**src/rtl/variant_sequencer.sv**
```systemverilog
// Walks an 8-bit variant tag through 0..NUM_VARIANTS-1, holding each for HOLD_CYCLES accepted beats.
// Define VARIANT_SEQ_REVERSE_EN to walk NUM_VARIANTS-1 down to 0 instead.
module variant_sequencer #(
    parameter int unsigned NUM_VARIANTS = 3,
    parameter int unsigned HOLD_CYCLES  = 1
) (
    input  logic       _i_clk,
    input  logic       _i_rst_n,
    input  logic       _i_start,
    input  logic       _i_loop,
    input  logic       _i_ready,
    output logic [7:0] _o_variant,
    output logic       _o_valid,
    output logic       _o_done,
    output logic [7:0] _o_passes
);

    typedef enum logic [1:0] {
        st_idle = 2'd0,
        st_run  = 2'd1,
        st_done = 2'd2
    } state_t;

    localparam logic [7:0] hold_last = 8'(HOLD_CYCLES - 1);

`ifdef VARIANT_SEQ_REVERSE_EN
    localparam logic [7:0] first_variant = 8'(NUM_VARIANTS - 1);
    localparam logic [7:0] last_variant  = 8'd0;
`else
    localparam logic [7:0] first_variant = 8'd0;
    localparam logic [7:0] last_variant  = 8'(NUM_VARIANTS - 1);
`endif

    state_t     state_q;
    logic [7:0] variant_q;
    logic [7:0] hold_q;
    logic [7:0] passes_q;
    logic       valid_q;
    logic       done_q;

    always_ff @(posedge _i_clk) begin
        if (!_i_rst_n) begin
            state_q   <= st_idle;
            variant_q <= 8'd0;
            hold_q    <= 8'd0;
            passes_q  <= 8'd0;
            valid_q   <= 1'b0;
            done_q    <= 1'b0;
        end else begin
            unique case (state_q)
                st_idle: begin
                    done_q    <= 1'b0;
                    valid_q   <= 1'b0;
                    variant_q <= 8'd0;
                    if (_i_start) begin
                        state_q   <= st_run;
                        variant_q <= first_variant;
                        hold_q    <= 8'd0;
                        valid_q   <= 1'b1;
                    end
                end
                st_run: begin
                    // Everything is frozen while the downstream stalls.
                    if (_i_ready) begin
                        if (hold_q == hold_last) begin
                            hold_q <= 8'd0;
                            if (variant_q == last_variant) begin
                                passes_q <= passes_q + 8'd1;
                                if (_i_loop) begin
                                    variant_q <= first_variant;
                                end else begin
                                    state_q   <= st_done;
                                    variant_q <= 8'd0;
                                    valid_q   <= 1'b0;
                                    done_q    <= 1'b1;
                                end
                            end else begin
`ifdef VARIANT_SEQ_REVERSE_EN
                                variant_q <= variant_q - 8'd1;
`else
                                variant_q <= variant_q + 8'd1;
`endif
                            end
                        end else begin
                            hold_q <= hold_q + 8'd1;
                        end
                    end
                end
                st_done: begin
                    state_q <= st_idle;
                    done_q  <= 1'b0;
                end
                default: begin
                    state_q   <= st_idle;
                    variant_q <= 8'd0;
                    hold_q    <= 8'd0;
                    valid_q   <= 1'b0;
                    done_q    <= 1'b0;
                end
            endcase
        end
    end

    assign _o_variant = variant_q;
    assign _o_valid   = valid_q;
    assign _o_done    = done_q;
    assign _o_passes  = passes_q;

endmodule

```
**config.mk**
```make
export PLATFORM = sky130hd
export DESIGN_NAME = variant_sequencer
export DESIGN_NICKNAME = d
export VERILOG_FILES = /design/src/rtl/variant_sequencer.sv
export SDC_FILE = /design/constraint.sdc
export NUM_CORES = 1
export LEC_CHECK = 0
export CAP_MARGIN = 20
export CORE_MARGIN = 3
export CORE_UTILIZATION = 53
export DETAILED_ROUTE_END_ITERATION = 16
export GPL_TIMING_DRIVEN = 0
export HOLD_SLACK_MARGIN = 0.06
export PLACE_DENSITY = 0.76
export SYNTH_ARGS = -nofsm -noshare
export SYNTH_HDL_FRONTEND = slang
export SYNTH_SLANG_ARGS = --single-unit
```
**constraint.sdc**
```tcl
create_clock -name _i_clk -period 2 [get_ports _i_clk]
set_input_delay 0.3 -clock _i_clk [delete_from_list [all_inputs] [get_ports _i_clk]]
set_output_delay 0.3 -clock _i_clk [all_outputs]
set_load 0.005 [all_outputs]
```
# Word-level counts from Yosys, hierarchy flattened
# Index checks and enable logic that the tools add are counted.
[classes]
add_sub_neg = 3
eq_ne = 8
muxes = 20
bitwise = 2
n_reduce_logical = 9
[op_table]
columns = ["cell", "n"]
rows = [
  ["two-way mux 8 bit", 6],
  ["adder 8 x 1 -> 8 bit, second input constant", 3],
  ["case mux 8 bit (3 select lines)", 1],
  ["case mux 8 bit (2 select lines)", 1],
  ["two-way mux 2 bit", 5],
  ["!= test 2 bit, second input constant", 5],
  ["AND reduction 5 bit", 2],
  ["equality test 8 x 2 -> 1 bit, second input constant", 1],
  ["logical NOT 8 bit", 1],
  ["AND reduction 4 bit", 2],
  ["AND reduction 3 bit", 2],
  ["two-way mux 1 bit", 5],
  ["case mux 2 bit (2 select lines)", 1],
  ["case mux 1 bit (3 select lines)", 1],
  ["equality test 2 x 1 -> 1 bit, second input constant", 1],
  ["equality test 2 bit, second input constant", 1],
  ["logical NOT 2 bit", 1],
  ["inverter 1 bit", 2],
  ["AND reduction 2 bit", 1],
]
[totals]
reg_bits = 28
in_bits = 5
output_inout_bits = 18
wordCells = 48

# Longest topological paths before layout
[logic_depth]
word_depth = 5
ltp_mapped = 7
depth_no_buf = 6

# Worst setup path before layout
# Ideal clock, no wire load.
[synth_path]
path_type = "register to register"
start = "register hold_q[0]"
end = "register passes_q[6] (netlist: _o_passes[6])"
setup_ns = 0.131
t_arrival_ns = 1.616
t_required_ns = 1.869
setup_slack_ns = 0.252
path_stages_with_launch = 8
path_buffers = 1
period_less_slack_ns = 1.748
cell_sequence = "dfxtp_1 > inv_1 > ha_1 > nor4b_4 > nand4_1 > clkbuf_1 > o311ai_1 > o41ai_1"
[synth_via]
elab_chain_cells = 2
[synth_lines]
columns = ["item", "line", "text"]
rows = [
  ["from (decl)", "36", "logic [7:0] hold_q;"],
  ["from (signal assigned)", "85", "hold_q <= hold_q + 8'd1;"],
  ["logical NOT 8 bit", "65", "if (hold_q == hold_last) begin"],
  ["AND reduction 4 bit (no line)", "-", ""],
  ["to (signal assigned)", "68", "passes_q <= passes_q + 8'd1;"],
  ["to (decl)", "37", "logic [7:0] passes_q;"],
]
# No other way between the ends.
# A chain may end at the register's enable or synchronous reset.

# Final worst setup path
[layout_path]
start = "register hold_q[1]"
end = "register passes_q[0] (netlist: _o_passes[0])"
# The elaborated chain is that of the path after synthesis.

==> out/results.ini <==
[run_status]
status = complete, no violations

[clock_network]
tritoncts.num_buffers = 3
clk-insertion-delay-late_ps = 330
cts.path.max_buffers = 2
h-tree-depth = 1
holdBufCountCts = 0
clkSinkCount = 28
cts_clock_pin_slew_for_the_worst_setup_and_hold_paths_ps = 150
cts_tree = built
clock-root-buffer = clkbuf_4

[yosys]
top_cells_by_instance_count_after_synthesis = dfxtp_1 (28), nand2_1 (12), nor2_1 (11), nor3_1 (10), nand3_1 (9)
ys_seq_area_share_pct = 37.5
synth.cell_area_um2 = 1500
synth.area.top_cells = dfxtp_1 (37%), ha_1 (4.2%), xnor2_1 (4.1%)
postSynthNetCount = 182
postSynthAreaPerCell_um2 = 8.70
synth_top_flop_cell = dfxtp_1
netlist.area_leader.share_pct = 37.5
synth-seq-cells = 28
synth_async_sr_flop_share_pct = 0
synth_enable_flop_cells = 0
yosys.cell_count.top_type = dfxtp_1
post_synth_num_cell_types = 46
yosys.area.top_type = dfxtp_1
post_synth_inst_count = 172
synth-warning-count = 0

[setup_path]
r2r_setup_slack_ps = 80
timing.critical_path.arrival_ps = 2190
timing.critical_path.to = _o_passes[0]$_SDFFE_PN0P_
worstReg2RegStart = hold_q[1]$_SDFFE_PN0P_
critical_path_peak_fanout = 5
cp_data_required_time_ps = 2270
worstSetupStartpointType = flop
rr_endpoint = _o_passes[0]$_SDFFE_PN0P_
worstSetupPathType = flop to flop
cp-end-kind = flop
setup.worst_path.start = hold_q[1]$_SDFFE_PN0P_
reg2reg_depth = 7

[drt]
drc = 0
drtIter0Drc = 94
drt-pass1-iter-count = 4
avgViaCountPerCell = 6.03
detailroute.via_count = 1393
routed_wirelength_um = 3540
route.detailed.wl_per_inst_um = 15.3
ant_nets = 0

[pwr]
cellLeakagePower_uw = 0.000646
totalPowerFinal_uw = 969
max-vdd-ir-drop_mv = 0.445
p_per_area_nw_per_um2 = 523

[global_routing]
grt_max_degree = 16
grt_pass1_wl_um = 5910
antenna_found_initial = 0
grt_use_total_pct = 21.5
grt_pass1_vias = 1252
gr-total-overflow = 0

[cells_and_area]
nNetsFinal = 212
areaGrowthSynthToFinish_pct = 23.8
finish.cell_count_without_fillers = 231
layout-drive-gt1-share_pct = 13.4
number_of_inserted_diodes = 0
final_core_utilization_pct = 71.5
fillCellCount = 206

[hold_path]
hold_path.class = flop to flop
hold_path_startpoint = _o_passes[7]$_SDFFE_PN0P_
worstHoldPathCells = 2

[placed_design]
dpl.cell_count = 224
placed_wire_length_estimate_after_detailed_placement_um = 2520
gp_congestion = 0.830
port-buffer-count = 22

[floorplanning]
die-area_um2 = 3500
initial_utilization_pct = 57.8
floorplan.die.width_um = 59.1
fp-row-count = 18
top_level_ports = 23
die_h_um = 59.1
core_area_um2 = 2590

[sta]
final_period_minus_worst_setup_slack_ps = 1920
final_min_period_over_clock_period_pct = 95.9
slew_viol_final = 0
remaining_max_slew_budget_at_the_tightest_pin_pct = 61.1
highest_clock_rate_ghz = 0.521
transition_at_the_pin_with_the_smallest_max_transition_slack_ps = 579
number_of_setup_violations_in_the_final_report = 0
hold_fails_final_rpt = 0
skew_ps = 5.54
grt_setup_unrepaired = yes

[job]
cap_viol_max_count = 0

==> worst min path at each step <==
stage,end,slack [ps]
2_1_floorplan,_o_passes[6]$_SDFFE_PN0P_,450
3_3_place_gp,_o_passes[7]$_SDFFE_PN0P_,450
3_5_place_dp,_o_passes[7]$_SDFFE_PN0P_,470
4_1_cts,_o_passes[7]$_SDFFE_PN0P_,490
5_1_grt,_o_passes[7]$_SDFFE_PN0P_,550
6_report,_o_passes[7]$_SDFFE_PN0P_,480
==> cells by family (layout without fill, tap and decap cells) <==
kind of cell / count (synthesis) / in the layout / share of synthesized area [%]
compound gates: 40 / 40 / 20.2
xor+xnor: 7 / 7 / 4.10
fa+ha+maj: 5 / 5 / 4.18
buf+inv: 15 / 44 / 3.85
flops: 28 / 28 / 37.5
mux: 4 / 4 / 2.68
simple gates: 73 / 73 / 27.6
==> worst max-delay path, stage by stage (launching register included) <==
cell and delay [ps]:
dfxtp_2 370, inv_1 90, ha_1 160, nor4b_4 260, nand4_1 260, buf_4 230
or3_1 350, a21oi_2 150
==> routing by layer <==
layer | wire, um | global-route usage [%]
met4 | 57 | 7.12
met3 | 113 | 2.83
met1 | 1670 | 30.0
met5 | 0 | 0
met2 | 1710 | 34.1
==> metrics by stage <==
stage	TNS [ps]	hold WS [ps]	setup slack (ps)	cell area, um^2
finish	0	482	82.2	1850
global route	-160	546	-51.9	1850
CTS	0	487	0.0986	1820
detailed placement	-1660	468	-204	1750
global placement	-1480	453	-167	1750
floorplan	0	449	252	1500
==> layout make-up <==
type | count | area, um^2 | share of cell area (%)
Clock buffer | 4 | 36.3 | 1.96
Sequential cell | 28 | 562 | 30.3
Inverter | 7 | 26.3 | 1.42
Multi-Input combinational cell | 129 | 915 | 49.4
Tap cell | 30 | 37.5 | 2.03
Timing Repair Buffer | 25 | 243 | 13.1
Buffer | 8 | 33.8 | 1.82
==> where the power goes <==
group,internal [uW],switching [uW]
clock network,111,170
registers,565,7.01
logic,48.5,66.8
total,725,244
==> layout by cell type (no fill, tap or decap), types with 4 or more instances in the layout <==
cell type	instances
dfxtp_1	27
mux2i_1	4
nand3_1	9
nand2b_1	5
nand2_1	11
nand4_1	5
a21oi_1	6
nor3_1	10
ha_1	5
clkbuf_1	5
clkdlybuf4s50_1	22
nor2_1	11
o21ai_0	8
xnor2_1	7
inv_1	6
==> registers in the layout (all words and copies together) (netlist names) <==
signal and count:
_o_done 1, _o_passes 8, _o_valid 1, _o_variant 8, hold_q 8, state_q 2
==> what timing repair did <==
item	4_1_cts	5_1_grt
cloned	0	0
pin swaps	1	1
setup endpoints to repair	6	12
setup buffers	2	1
gates resized for setup	3	9
No activity file was read; power rests on OpenSTA's default activity.
==> variant: new RTL, same flow settings <==
Build with the macro `VARIANT_SEQ_REVERSE_EN` defined.
--- a/src/rtl/variant_sequencer.sv
+++ b/src/rtl/variant_sequencer.sv
@@ -2,2 +2,4 @@
 // Define VARIANT_SEQ_REVERSE_EN to walk NUM_VARIANTS-1 down to 0 instead.
+`define VARIANT_SEQ_REVERSE_EN
+
 module variant_sequencer #(
Formal check against the unedited RTL: not equivalent (a bounded check fails within 4 cycles, from zero or initial values and one cycle with _i_rst_n low).
==> variant against the unedited design <==
  * Maximum frequency rose by 0.79%
  * Synthesized area rose by 1.5%
  * Largest cell class unchanged
  * Final area shrank 0.41%
  * First-iteration DRC count grew 19%
  * Clock skew about the same
  * Critical endpoint is now _o_variant[2]
  * Sequential cell count did not move
  * Highest routed layer unchanged
  * Setup slack better by 0.015 ns
  * Count of clock-buffer cells in the layout is the same
  * Routed wire length fell by 1.5%
  * Global-route usage down 0.071 points
Power is not compared: it rests on default switching activity, and its combinational part moved more than twofold at a synthesized area within 25%.
==> variant: results (changes against the unedited design) <==
Total GRT Usage=0.214 (-0.000710); CP max stage delay=0.47 ns (+0.10 ns); fraction of layout cells with a size suffix above 1=0.108 (-0.0260); H-Tree Level Count=1 (unchanged); VDD IR max=512 uV; Seq/Total Area, Yosys=0.369 (-0.00555); clk_skew=0.00556 ns (+0.0000228 ns); placer's final routability congestion estimate=0.894 (+7.7%); Avg Inst Size Synth=8.58 um^2 (-1.4%); Reg-to-Reg Start=_o_variant[0]; vias in the first global route=1313 (+4.9%); CP delay by family, top=compound AO/OA/AOI/OAI gates; Static Leak=0.619 nW; Hold Path Class=in -> reg; CP Class=reg -> reg; Routed Wire Length=3490 um (-1.5%); DP Worst Slack=-0.385 ns (-0.181 ns); Clock transition at path regs=0.15 ns (about the same); Netlist cell types=49 (+6.5%); net total in the final layout=214 (+0.94%); 1st-iter DRT viols=112 (+19%); crit path capture=_o_variant[2]; asr flop ratio synth=0 (unchanged); Non-Filler Instances=233 (+0.87%); R2R depth=6 (-1); drt pass-1 iters=4 (unchanged); first-pass GRT wire length=5870 um (-0.69%); worst-path fanout max=7 (+2); Max Clk Rate=0.526 GHz (+0.79%); IO Port Bufs=21 (-4.5%); Slowest-stage cell, CP=a21oi_1; Worst Hold Path Cells=2 (unchanged); final setup violation count=0 (unchanged); CTS Buffer Depth=2 (unchanged); clk_lat worst skew=0.33 ns (about the same); Syn Nets=187 (+2.7%); initial antenna violation count=0 (unchanged); largest net degree at the start of global routing=16 (unchanged); clock root buffer master=clkbuf_4; placed cell area=1770 um^2 (+0.71%); post-DP HPWL=2550 um (+1.2%); GR Overflow Total=0 (unchanged); largest cells by area after synthesis=dfxtp_1 37%, a21oi_1 5.9%, ha_1 4.1%, xnor2_1 4.0%, o21ai_0 3.0%; total CTS buffers=3 (unchanged); top cells by count, synth=28 x dfxtp_1, 18 x a21oi_1, 11 x nor2_1, 10 x nand2_1; drt drc=0 (unchanged); arrival time at the worst endpoint=2.14 ns (-0.05 ns); Worst-Margin Slew=0.557 ns (-0.0222 ns); Reg2Reg Setup Slack=0.1 ns (+0.02 ns); ANT cells=0 (unchanged); status=finished clean; Syn. warnings=0 (unchanged); DR vias=1454 (+4.4%)
-- variant: cell families (layout without fill, tap and decap cells) --
logic type / after synthesis / count (layout) / share of synthesized area
AOI/OAI and AO/OA: 53 / 53 / 0.222
xor gates and xnor gates: 7 / 7 / 0.0404
adders and majority gates: 5 / 5 / 0.0412
buffers and inverters: 18 / 44 / 0.0502
DFF: 28 / 28 / 0.369
muxes: 2 / 2 / 0.0132
and+or+nand+nor: 64 / 64 / 0.264
-- variant: timing repair --
item | CTS | global route
hold buffers | 0 | 0
gates cloned | 0 | 1
pin swaps | 0 | 3
setup buffers | 0 | 2
endpoints found under the setup margin | 8 | 20
resized for setup | 1 | 9
-- variant: worst register-to-register path, stage by stage, from the launching register on --
cell	delay (ns)
dfxtp_1	0.41
inv_1	0.10
ha_1	0.20
nor3b_4	0.17
a21oi_1	0.47
a31oi_1	0.17
a311oi_1	0.31
-- variant: worst min path at each step --
stage                       startpoint      endpoint  slack [ns]
after floorplan                _i_loop    state_q[1]        0.38
after global placement    _o_passes[7]  _o_passes[7]        0.47
after detailed placement       _o_done       _o_done        0.49
after CTS                     _i_rst_n       _o_done        0.40
after global routing          _i_rst_n       _o_done        0.44
final                         _i_rst_n       _o_done        0.44
-- variant: final cells by class --
class / instances / area, um^2
tap: 30 / 37.5
sequential: 28 / 563
multi-input combinational: 131 / 908
inverter: 9 / 33.8
clock buffer: 4 / 36.3
buffer: 7 / 36.3
timing repair buffer: 24 / 230
fill: 217 / 744
-- variant: power breakdown --
group          switching (W)  total [W]  internal, W
Combinational       0.000161   0.000283     0.000123
Sequential         0.0000219   0.000598     0.000576
Clock               0.000167   0.000278     0.000112
Total               0.000349    0.00116     0.000811
-- variant: stage by stage --
step / utilization / setup TNS [ns] / hold WS (ns)
floorplan: - / 0 / 0.379
global placement: 0.682 / -2.79 / 0.470
detailed placement: 0.682 / -3.54 / 0.488
CTS: 0.698 / 0 / 0.398
global route: 0.713 / -0.0186 / 0.443
finish: 0.713 / 0 / 0.442
-- variant: layer usage --
layer / wire [um] / vias to the layer above / global-route usage
met5: 0 / - / 0
met4: 47 / 0 / 0.0854
met3: 186 / 5 / 0.0261
met2: 1630 / 45 / 0.345
met1: 1620 / 695 / 0.290
li1: - / 709 / -
